**src/rtl/r88_prefetch.sv**
```systemverilog
// Instruction prefetch stage: fetches bytes at the fetch PC into a small FIFO for the decoder.
// Define R88_PREFETCH_PEEK_EN to expose the second-oldest byte and a two-byte pop.
module r88_prefetch #(
  parameter int unsigned DEPTH      = 4,
  parameter logic [15:0] RESET_ADDR = 16'h0000
) (
  input  logic        sysClock,
  input  logic        sysResetN,
  output logic        memReq,
  output logic [15:0] memAddr,
  input  logic        memAck,
  input  logic [7:0]  memData,
  input  logic        flush,
  input  logic [15:0] flushAddr,
  output logic        opValid,
  output logic [7:0]  opByte,
  output logic [15:0] opAddr,
  input  logic        opTake,
`ifdef R88_PREFETCH_PEEK_EN
  output logic        peekValid,
  output logic [7:0]  peekByte,
  input  logic        opTake2,
`endif
  output logic [3:0]  count
);

  localparam int unsigned PTR_W = (DEPTH > 1) ? $clog2(DEPTH) : 1;
  localparam int unsigned CNT_W = 4;
  localparam logic [CNT_W-1:0] DEPTH_C = CNT_W'(DEPTH);

  typedef enum logic [1:0] {IDLE, WAIT, DROP} stateE;

  stateE             state;
  logic [15:0]       pc;
  logic [PTR_W-1:0]  rdPtr;
  logic [PTR_W-1:0]  wrPtr;
  logic [7:0]        dataMem [DEPTH];
  logic [15:0]       addrMem [DEPTH];

  logic              push;
  logic [CNT_W-1:0]  popCnt;
  logic [CNT_W-1:0]  keptCnt;
  logic [CNT_W-1:0]  newCnt;
  logic [PTR_W-1:0]  headPtr;
  logic [7:0]        headByte;
  logic [15:0]       headAddr;
  logic [15:0]       pcNext;
`ifdef R88_PREFETCH_PEEK_EN
  logic [PTR_W-1:0]  secPtr;
  logic [7:0]        secByte;
`endif

  // Post-update FIFO view: what the head (and second entry) will be after this edge.
  always_comb begin
    popCnt = '0;
`ifdef R88_PREFETCH_PEEK_EN
    if (opTake2 && peekValid) popCnt = CNT_W'(2);
    else if (opTake && opValid) popCnt = CNT_W'(1);
`else
    if (opTake && opValid) popCnt = CNT_W'(1);
`endif
    push    = (state == WAIT) && memAck && !flush;
    keptCnt = count - popCnt;
    newCnt  = keptCnt + CNT_W'(push);
    headPtr = rdPtr + PTR_W'(popCnt);
    pcNext  = pc + 16'd1;
    // Nothing left after the pop: the byte arriving this cycle becomes the head.
    if (keptCnt == '0) begin
      headByte = memData;
      headAddr = memAddr;
    end else begin
      headByte = dataMem[headPtr];
      headAddr = addrMem[headPtr];
    end
`ifdef R88_PREFETCH_PEEK_EN
    secPtr  = headPtr + PTR_W'(1);
    secByte = (keptCnt == CNT_W'(1)) ? memData : dataMem[secPtr];
`endif
  end

  // FIFO storage carries no reset; validity is tracked by count.
  always_ff @(posedge sysClock) begin
    if (push) begin
      dataMem[wrPtr] <= memData;
      addrMem[wrPtr] <= memAddr;
    end
  end

  // Fetch FSM, FIFO pointers and registered decoder-side outputs.
  always_ff @(posedge sysClock or negedge sysResetN) begin
    if (!sysResetN) begin
      state    <= IDLE;
      pc       <= RESET_ADDR;
      memReq   <= 1'b0;
      memAddr  <= RESET_ADDR;
      opValid  <= 1'b0;
      opByte   <= 8'h00;
      opAddr   <= 16'h0000;
      count    <= '0;
      rdPtr    <= '0;
      wrPtr    <= '0;
`ifdef R88_PREFETCH_PEEK_EN
      peekValid <= 1'b0;
      peekByte  <= 8'h00;
`endif
    end else if (flush) begin
      count   <= '0;
      rdPtr   <= '0;
      wrPtr   <= '0;
      opValid <= 1'b0;
      pc      <= flushAddr;
`ifdef R88_PREFETCH_PEEK_EN
      peekValid <= 1'b0;
`endif
      // Memory cannot abort: an unanswered request is left to complete in DROP.
      case (state)
        WAIT, DROP: begin
          if (memAck) begin
            state   <= WAIT;
            memReq  <= 1'b1;
            memAddr <= flushAddr;
          end else begin
            state <= DROP;
          end
        end
        default: begin
          state  <= IDLE;
          memReq <= 1'b0;
        end
      endcase
    end else begin
      count   <= newCnt;
      rdPtr   <= headPtr;
      opValid <= (newCnt != '0);
      if (push) wrPtr <= wrPtr + PTR_W'(1);
      if (newCnt != '0) begin
        opByte <= headByte;
        opAddr <= headAddr;
      end
`ifdef R88_PREFETCH_PEEK_EN
      peekValid <= (newCnt >= CNT_W'(2));
      if (newCnt >= CNT_W'(2)) peekByte <= secByte;
`endif
      case (state)
        IDLE: begin
          if (count < DEPTH_C) begin
            state   <= WAIT;
            memReq  <= 1'b1;
            memAddr <= pc;
          end
        end
        WAIT: begin
          if (memAck) begin
            pc <= pcNext;
            if (newCnt < DEPTH_C) begin
              memAddr <= pcNext;
            end else begin
              state  <= IDLE;
              memReq <= 1'b0;
            end
          end
        end
        DROP: begin
          if (memAck) begin
            state   <= WAIT;
            memAddr <= pc;
          end
        end
        default: begin
          state  <= IDLE;
          memReq <= 1'b0;
        end
      endcase
    end
  end

endmodule
```
**config.mk**
```make
export PLATFORM = sky130hd
export DESIGN_NAME = r88_prefetch
export DESIGN_NICKNAME = d
export VERILOG_FILES = /design/src/rtl/r88_prefetch.sv
export SDC_FILE = /design/constraint.sdc
export NUM_CORES = 1
export LEC_CHECK = 0
export CORE_AREA = 8 8 120 122
export DETAILED_ROUTE_END_ITERATION = 8
export DIE_AREA = 0 0 128 130
export GPL_TIMING_DRIVEN = 0
export PLACE_DENSITY_LB_ADDON = 0.3
export SETUP_SLACK_MARGIN = 0.05
export SLEW_MARGIN = 30
export SYNTH_ARGS = -nofsm -noshare
export SYNTH_HDL_FRONTEND = slang
export SYNTH_SLANG_ARGS = --single-unit
```
**constraint.sdc**
```tcl
create_clock -name sysClock -period 4.9 [get_ports sysClock]
set_input_delay 0.98 -clock sysClock [delete_from_list [all_inputs] [get_ports sysClock]]
set_output_delay 0.98 -clock sysClock [all_outputs]
set_load 0.02 [all_outputs]
```
# [Word-level counts from Yosys, hierarchy flattened]
# Memory sizes are Yosys's and may differ from the RTL's.
# Index checks and enable logic that the tools add are counted.
[totals] reg_bits=68 mem_bits_rw=96 memories=2
[mem_list] memory="addrMem" words=4 word_bits=16 read_ports=1 rd_clocked_by_memory_dff=0 wr=1 line="38" rtl="logic [15:0] addrMem [DEPTH];"
[mem_list] memory="dataMem" words=4 word_bits=8 read_ports=1 rd_clocked_by_memory_dff=0 wr=1 line="37" rtl="logic [7:0] dataMem [DEPTH];"
[op_classes] n_lt_le_gt_ge=2 addsub=5 n_bitwise=1 reduce_logical=17 muxes=36 eq_ne=13
[op_table] op="2-to-1 mux 16 bit" n=11
[op_table] op="case mux 16 bit (3 select lines)" n=1
[op_table] op="2-to-1 mux 2 bit" n=10
[op_table] op="adder 16 x 1 -> 16 bit (second input constant)" n=1
[op_table] op="!= test 3 bit (second input constant)" n=5
[op_table] op="2-to-1 mux 1 bit" n=10
[op_table] op="< comparator 4 x 3 -> 1 bit (second input constant)" n=2
[op_table] op="2-to-1 mux 8 bit" n=1
[op_table] op="!= test 2 bit (second input constant)" n=4
[op_table] op="nonzero test 4 bit" n=2
[op_table] op="AND reduction 7 bit" n=1
[op_table] op="case mux 2 bit (3 select lines)" n=1
[op_table] op="nonzero test 2 bit" n=3
[op_table] op="AND reduction 5 bit" n=1
[op_table] op="adder 4 x 1 -> 4 bit" n=1
[op_table] op="zero test 4 bit" n=1
[op_table] op="2-to-1 mux 4 bit" n=1
[op_table] op="AND reduction 2 bit" n=2
[op_table] op="AND reduction 4 bit" n=1
[op_table] op="subtractor 4 bit" n=1
[op_table] op="logical AND 1 bit" n=3
[op_table] op="!= test 3 x 2 -> 1 bit (second input constant)" n=1
[op_table] op="case mux 1 bit (3 select lines)" n=1
[op_table] op="adder 2 x 1 -> 2 bit (second input constant)" n=1
[op_table] op="other kinds (8)" n=8

# [Logic depth before layout (Yosys ltp)]
# Gate-level depths: netlist (run 1).
[depth] word_depth=9 mapped_depth=13 mapped_depth_nobuf=10

# [Worst setup path after synthesis (run 1)]
# OpenSTA, ideal clock, no wires.
[synth_timing] path_kind="input port to flip-flop" from="input port flush" to="register opAddr[10]" cell_stages=13 required_ps=4775 arrival_time_ps=3991 n_path_buf=4 path_slack_ps=784 path_cell_list="clkbuf_1 -> clkinv_1 -> buf_1 -> clkbuf_1 -> and3_1 -> ha_1 -> or3b_1 -> a21o_1 -> a221oi_2 -> nor2_2 -> a21oi_4 -> buf_6 -> mux2_2"
[synth_between] elab_chain_cells=5
[synth_lines] element="from (decl)" line="13" rtl="input logic flush,"
[synth_lines] element="zero test 1 bit" line="62" rtl="push = (state == WAIT) && memAck && !flush;"
[synth_lines] element="logical AND 1 bit" line="62"
[synth_lines] element="adder 4 x 1 -> 4 bit" line="64" rtl="newCnt = keptCnt + CNT_W'(push);"
[synth_lines] element="nonzero test 4 bit" line="136" rtl="if (newCnt != '0) begin"
[synth_lines] element="AND reduction 2 bit (no line) (*)"
[synth_lines] element="to (signal assigned)" line="138" rtl="opAddr <= headAddr;"
[synth_lines] element="to (decl)" line="17" rtl="output logic [15:0] opAddr,"
# Mark *: on every way between the ends. The rest lies on a longest branch, timed or not.
# A chain may end at the register's enable or synchronous reset.

# [Worst setup path in the final report (run 1)]
[layout_timing] from="input port flush" to="register opAddr[13]"
# Same word-level chain as after synthesis.

==> results.txt, run 1 <==
The worst hold margin is just over 0.5 ns. The first-pass GRT wire length is 24900 um. The internal power of the cells is 0.00378 W.

The relative contribution of combinational cells to total power is 41.2%. Along the worst hold path, the cell count comes to 1. The flow ran to the end, and the final reports show no timing, DRC or antenna violations. The overall overflow remaining after global route is 0. The post-route standard cell area excluding fillers is 8950 um2. By area the synthesized netlist is led by edfxtp_1, dfrtp_1, mux2_2. The count of unique library cells instantiated by Yosys came out at 40. The final setup violation count came out at 0. The slowest stage of the critical path is the clkbuf_1 cell. The worst setup path is captured at a register. After legalization and detailed placement, the total HPWL measured approximately 10000 um.

The via count of the first global-routing pass came out at roughly 4600. The slew at the pin closest to its max-slew limit is 0.851 ns. The maximum vdd ir drop came out at 0.000356 V.

The port buffer count is 73. The maximum number of pins on one net before global-route repair is 41. The minimum period implied by the final worst setup slack came out at 4.53 ns. The worst-case clock skew is approximately 0.017 ns.

The power density over the cells is 631 nW/um2. The post-synthesis area per instance is 15.5 um2. The type of the worst min-delay path is reg -> reg. The worst hold path endpoint is opByte[7]. The power dissipated by switching net loads came out at 0.00187 W. The tree is rooted in a clkbuf_16.

The initialized floorplan defines 41 standard-cell rows. Derived from the worst setup path, the maximum achievable clock frequency is 221 MHz. The maximum net fanout on the critical path came out at 10.

The number of design-rule violations left by the first detailed-router iteration came out at 274. The core outline area is 12400 um2. Sorting the synthesized cells by how often they occur yields edfxtp_1, mux2_2, dfrtp_1. The ratio of routed vias to standard cells came out at 5.71. The number of setup buffers added after CTS is 0. In this design, the stage delay of the slowest critical-path cell is 0.39 ns. The post-cts gate resize count came out at 0. The cell count after synthesis is 479. In this run the cell area of the synthesized design comes to 7420 um2. The number of hold violations in the final report came out at 0.

In this run the tightest slew margin relative to its limit is approximately 43%. The worst register-to-register path begins at state[1]. The count of final max-slew check failures is 0.

The clock slew at the register clock pins of the worst setup and hold paths is 0.06 ns. The routability congestion estimate from global placement is 0.820. The share of the yosys chip area belonging to registers came out at about three fifths.

The area enclosed by the die boundary came out at 16600 um2. In the routed design, unresolved DRC markers number 0. The net count reported at finish is 614. The most frequent cell after synthesis is edfxtp_1. The worst setup path is of the in -> reg kind. The H-tree was split into 4 levels. The count of boundary I/O pins is 75. Counting every sink on the clock net gives 164. The detailed-routing iteration count for the pre-antenna-repair pass came out at 5. The switching share of power is between 30% and 40%. The total leakage power came out at approximately 3.3 nW. The part of the power in registers came out at 36.7%. The synthesized netlist net count is 521. The height of the chip is 130 um. The clock network is responsible for between 20 and 25% of the overall power. Fill cells in the final layout number between 800 and 900. The part of the cycle the worst path needs is approximately 92%. STA puts the critical path data required time at 5.21 ns. Once the floorplan was initialized, standard cells occupied 59.8% of the core. The endpoint identified for the worst register-to-register timing path is opAddr[13]. The number of enable flip-flop cells after synthesis is 96. Counting flops and latches in the post-synthesis netlist gives 164. Data arrives at the worst endpoint at 4.83 ns. The worst setup path is launched from a primary input. Once placement finished, the instance area stood at 8390 um2. The number of buffers created by CTS came out at 17. The number of synthesis warnings is 0.

TritonCTS built the clock tree. The count of cells along the worst register-to-register path is 12. The count of vias placed by the detailed router is 4319. Among the stages of the critical path, the cell type that occurs most often is clkbuf_1. Once detail routing completed, the nets flagged for antenna violations numbered 0. The clock passes through at most 2 buffers. Counting flops with an async set or reset pin after synthesis yields a share of 41.5%.

Of the post-synthesis cell area, the dominant cell type holds 38.8%. The number of maximum-capacitance violations came out at 0. The share of cells above drive strength 1 came out at 27.6%. The category of cells accounting for the largest share of critical-path delay is buffers and inverters. The die span in x is 128 um. The number of antenna violations at the first check in global routing came out at 0. The synthesized design spends more area on one cell type than any other, namely edfxtp_1. The quantity of hold-fixing buffers added after cts is 0. The launch instance of the worst min-delay path is opByte[7].

Relative to the synthesized area, the layout overhead comes to 20.5%. The clock network latency to the later pin of the worst-skew pair is around 0.43 ns. Setup repair after global routing left no endpoint under its margin. The wire length per cell is 20.7 um. The signal on the critical path passes through clkbuf_1 -> clkinv_1 -> buf_1 -> clkbuf_1 -> and3_1 -> ha_1 -> or3b_1 -> a21o_1 -> a221oi_2 -> nor2_2 -> a21oi_4 -> buf_6 -> mux2_2. The overall routing resource usage is 20.1%. The worst setup slack for register-to-register paths is 1.46 ns.

Among all flip-flop cells after synthesis, the most frequent one is edfxtp_1. The total inserted antenna cells is 0. The count of buffering cells on the critical path with inverters included is 5. The overall routed net length is 15600 um.
-- state kept, by name, indices dropped and copies added (netlist names) --
signal	count
state	2
opAddr	16
count	4
opValid	1
pc	16
memReq	1
rdPtr	2
addrMem	64
memAddr	16
opByte	8
wrPtr	2
dataMem	32
-- how the worst max path moves through the flow --
stage	to	slack [ns]	from	cells after the start
2_1_floorplan	opAddr[10]	0.78	flush	13
3_3_place_gp	opAddr[7]	0.02	flush	13
3_5_place_dp	opAddr[12]	-0.01	flush	13
4_1_cts	opAddr[13]	0.41	flush	13
5_1_grt	opByte[2]	0.16	flush	13
6_report	opAddr[13]	0.37	flush	13
-- power by group through the flow --
stage	clock network [W]	logic [W]	registers, W
after floorplan	0	0.00135	0.00226
after global placement	0	0.00227	0.00206
after detailed placement	0	0.00233	0.00209
after CTS	0.00126	0.00236	0.00207
after global routing	0.00131	0.00250	0.00211
final	0.00125	0.00233	0.00207
-- worst reg2reg max path, stage by stage (launching register included) --
cell	delay (ns)
dfrtp_1	0.37
inv_1	0.07
ha_1	0.23
buf_1	0.24
and3_1	0.21
ha_1	0.24
or3b_1	0.39
a21o_1	0.18
a221oi_2	0.33
nor2_2	0.13
a21oi_4	0.36
buf_6	0.22
mux2_2	0.36
-- layer usage --
layer  routed length [um]  global-route usage, %
met1                 6760                   24.7
met2                 7910                   33.9
met3                  803                   4.65
met4                  150                   8.46
met5                    0                      0
-- logic make-up after synthesis --
kind of cell	after synthesis	synth area share (%)
flip-flops	164	61.7
buffers and inverters	37	2.24
adder cells (fa/ha/maj)	13	2.19
AO/OA/AOI/OAI	30	2.88
XOR/XNOR	34	4.01
multiplexers	116	21.2
AND/OR/NAND/NOR	85	5.73
-- final cells by class --
class	count	area [um2]	area share [%]
Multi-Input combinational cell	278	2680	29.9
Tap cell	172	215	2.40
Clock buffer	22	474	5.30
Clock inverter	9	80.1	0.895
Inverter	14	52.6	0.587
Buffer	23	115	1.29
Timing Repair Buffer	74	748	8.36
Sequential cell	164	4580	51.2
-- placed cells by master, fill, tap and decap left out, types with 5 or more instances in the layout --
master,count
o21ai_0,9
ha_1,13
a21oi_1,6
xnor2_1,16
nor2b_1,5
xor2_1,18
nand3_1,9
clkbuf_1,13
clkbuf_16,17
nor3_1,10
nand2_1,16
mux4_2,24
inv_1,13
mux2_2,90
nor2_1,20
clkdlybuf4s50_1,72
edfxtp_1,96
clkinv_2,5
dfrtp_1,68
-- metrics by stage --
stage	cells	utilization [%]	setup slack [ns]	setup TNS [ns]	total power (W)
2_1_floorplan	479	-	0.784	0	0.00360
3_5_place_dp	725	67.6	-0.0104	-0.0568	0.00442
4_1_cts	756	72.1	0.408	0	0.00569
3_3_place_gp	724	67.4	0.0191	0	0.00433
5_1_grt	756	72.1	0.156	0	0.00592
6_report	756	72.1	0.375	0	0.00565
Note: power is estimated with default switching activity, not from simulation.
==> run 2: changes to the inputs <==
Settings changed: CORE_AREA 8 8 120 122 to 2 2 114 116, DIE_AREA 0 0 128 130 to 0 0 116 118.
==> run 2 against run 1 <==
Power increased by 1.9%. Largest power group unchanged. Flip-flop and latch count unchanged. Routed wire length down 4.4%. Clock-buffer cell count unchanged. Critical path type unchanged. Critical endpoint is now opByte[3]. Core utilization grew 0.52 points.
==> results.txt, run 2 (synthesis results as in run 1) <==
The post-CTS setup-driven buffer insertion count is 0. The largest registers in the layout are addrMem (64), dataMem (32). The cell seen most often among critical-path stages is clkbuf_1. The overall routing resource usage is 23.5%.

The via count of the first global-routing pass came to 4567. Tracing the worst setup path back leads to its startpoint at flush. For this run, the detailed router's first-pass iteration total came to 4. The die covers 13700 um2. The register with the most flip-flops in the layout has 64 of them. The count of vias placed by the detailed router is between 4000 and 5000.

The worst register-to-register path has a setup slack of 1.46 ns. The initial core utilization came out at between 50% and 60%. The final core area utilization came out at approximately 73%.

The arrival time of data at the critical path endpoint came out at about 4.8 ns. Relative to the synthesized area, the layout overhead comes to 21.4%. The number of maximum-capacitance violations is 0. The die span in x is ~120 um. The startpoint identified for the worst register-to-register timing path is state[1].

The number of antenna violations at the first check in global routing is 0. The final setup violation count is 0. The overall power is 0.00575 W.

TritonCTS built the clock tree. The max-slew headroom at the worst pin came out at between 40% and 50%. The clock slew at the register clock pins of the worst setup and hold paths is 0.06 ns.

The type of the worst min-delay path is in -> async. During placement, the flow inserted port buffers numbering 73. The slew at the pin closest to its max-slew limit is 0.865 ns.

The run finished with clean final reports. On the critical path, the stage with the largest delay is an instance of or3b_1. The total leakage power came out at 3.31 nW.

The number of fill cells in the layout came out at 807. The number of cells on the critical path is 13. Following the worst setup path forward leads to its endpoint at opByte[3].

Counting along the longest clock path gives a buffer depth of 2. The net count reported at finish is just over 600. The wire length per cell came out at 19.7 um.

The worst-case IR drop observed on VDD is 0.000306 V. The count of buffering cells on the critical path with inverters included came out at 5. The first-pass GRT wire length is 23800 um.

The critical register-to-register path endpoint is opByte[3]. The ratio of routed vias to standard cells is about 5.8. The initialized floorplan defines 41 standard-cell rows. The count of final max-slew check failures is 0. For the worst setup path, the data required time is about 5.2 ns. Timing would allow up to 221 MHz.

The category of cells accounting for the largest share of critical-path delay is buffers and inverters. Clock tree synthesis found a total of 164 sinks. The number of design-rule violations left by the first detailed-router iteration is 314. The library cell used most frequently in the layout, excluding fill and tap cells, is edfxtp_1. The total inserted antenna cells is 0. Walking the worst path, the cells encountered are clkbuf_1 -> clkinv_1 -> buf_1 -> clkbuf_1 -> and3_1 -> ha_1 -> or3b_1 -> a21o_1 -> a221oi_2 -> nor2_2 -> a21oi_4 -> buf_6 -> mux2_2. Summed over all layers, the global routing overflow is 0. OpenSTA, run right after detailed placement, puts the worst setup slack at -0.0566 ns. The delay of the slowest cell on the worst path came out at 0.40 ns. The core outline area is roughly 12000 um2.

The share of cells above drive strength 1 is 27.4%. The count of cells along the worst register-to-register path came out at 12. The cell chosen for the clock root is clkbuf_16. For this run, design rule violations remaining after detail routing come to 0.

The type of destination of the critical path is a register. Once placement completed, the tool counted placed cells totaling about 730. The quantity of hold-fixing buffers added after cts came out at 0. Entering global routing, the biggest net connects 44 pins. The height of the chip is 118 um. Summed over all nets, the half-perimeter wirelength after detailed placement is about 10000 um. The number of hold violations in the final report is 0.

Leaving out fill and tap cells, the most frequent cells in the layout are edfxtp_1, mux2_2, clkdlybuf4s50_1. The maximum net fanout on the critical path is 10. The overall routed net length came out at 14900 um.

The routability congestion estimate from global placement came out at 0.816. The count of boundary I/O pins came out at 75. The worst setup path is launched from a primary input. The part of the cycle the worst path needs is 92.2%.

The number of buffers created by CTS came out at 17. The clock network latency to the later pin of the worst-skew pair is approximately 0.42 ns. The minimum period implied by the final worst setup slack is 4.52 ns. The post-route worst setup slack is 0.381 ns. More flip-flops sit in one register than any other, and that register is addrMem. Setup repair after global routing left no endpoint under its margin. The worst-case clock skew is approximately 0.0061 ns. CTS built an H-tree with a depth of 4. The power density over the cells is around 640 nW/um2. The setup path with the least slack is of type in -> reg.

The antenna violation net count after detailed routing is 0. The number of gates resized after CTS was 0. The count of cells in the finished layout, fillers not included, comes to 757.
-- run 2: cell types whose count changed in the layout (fill, tap and decap cells not counted), moves of 2 or more --
cell / change
clkbuf_1: +2
clkbuf_8: -2
clkinvlp_4: +2
clkinv_4: -2
bufinv_16: +3
clkinv_2: -2
-- run 2: worst min-delay path by stage --
| stage | cells past startpoint | endpoint | slack (ns) | from |
|---|---|---|---|---|
| after global routing | 1 | pc[9] | 0.50 | sysResetN |
| after global placement | 1 | opByte[6] | 0.49 | opByte[6] |
| after CTS | 1 | memAddr[12] | 0.48 | sysResetN |
| after detailed placement | 1 | opAddr[0] | 0.49 | opAddr[0] |
| after floorplan | 1 | state[1] | 0.48 | state[1] |
| final | 1 | memAddr[12] | 0.48 | sysResetN |
-- run 2: final cells by class --
class	instances	area, um2	share of cell area (%)
clock inverters	10	158	1.75
multi-input cells	278	2680	29.7
flip-flops and latches	164	4580	50.9
plain buffers	23	115	1.28
clock buffers	22	454	5.04
well taps	172	215	2.39
inverters	14	52.6	0.583
repair buffers	74	756	8.38
-- run 2: layer usage --
layer	vias up	part of all wire, %	track usage (%)
met2	153	52	38.9
met5	-	0	0
met3	22	5.6	5.72
li1	1982	-	-
met4	0	1.5	7.74
met1	2234	41	30.5
-- run 2: per-stage QoR --
step | hold slack [ns] | TNS [ns] | area, um2
after detailed placement | 0.494 | -0.943 | 8400
after global placement | 0.489 | 0 | 8370
after global routing | 0.499 | 0 | 9010
after CTS | 0.477 | 0 | 9010
final | 0.476 | 0 | 9010
after floorplan | 0.481 | 0 | 7420
-- run 2: power by group --
group          switching, W  internal [W]
clock network      0.000506      0.000863
registers          0.000252       0.00182
logic               0.00109       0.00122
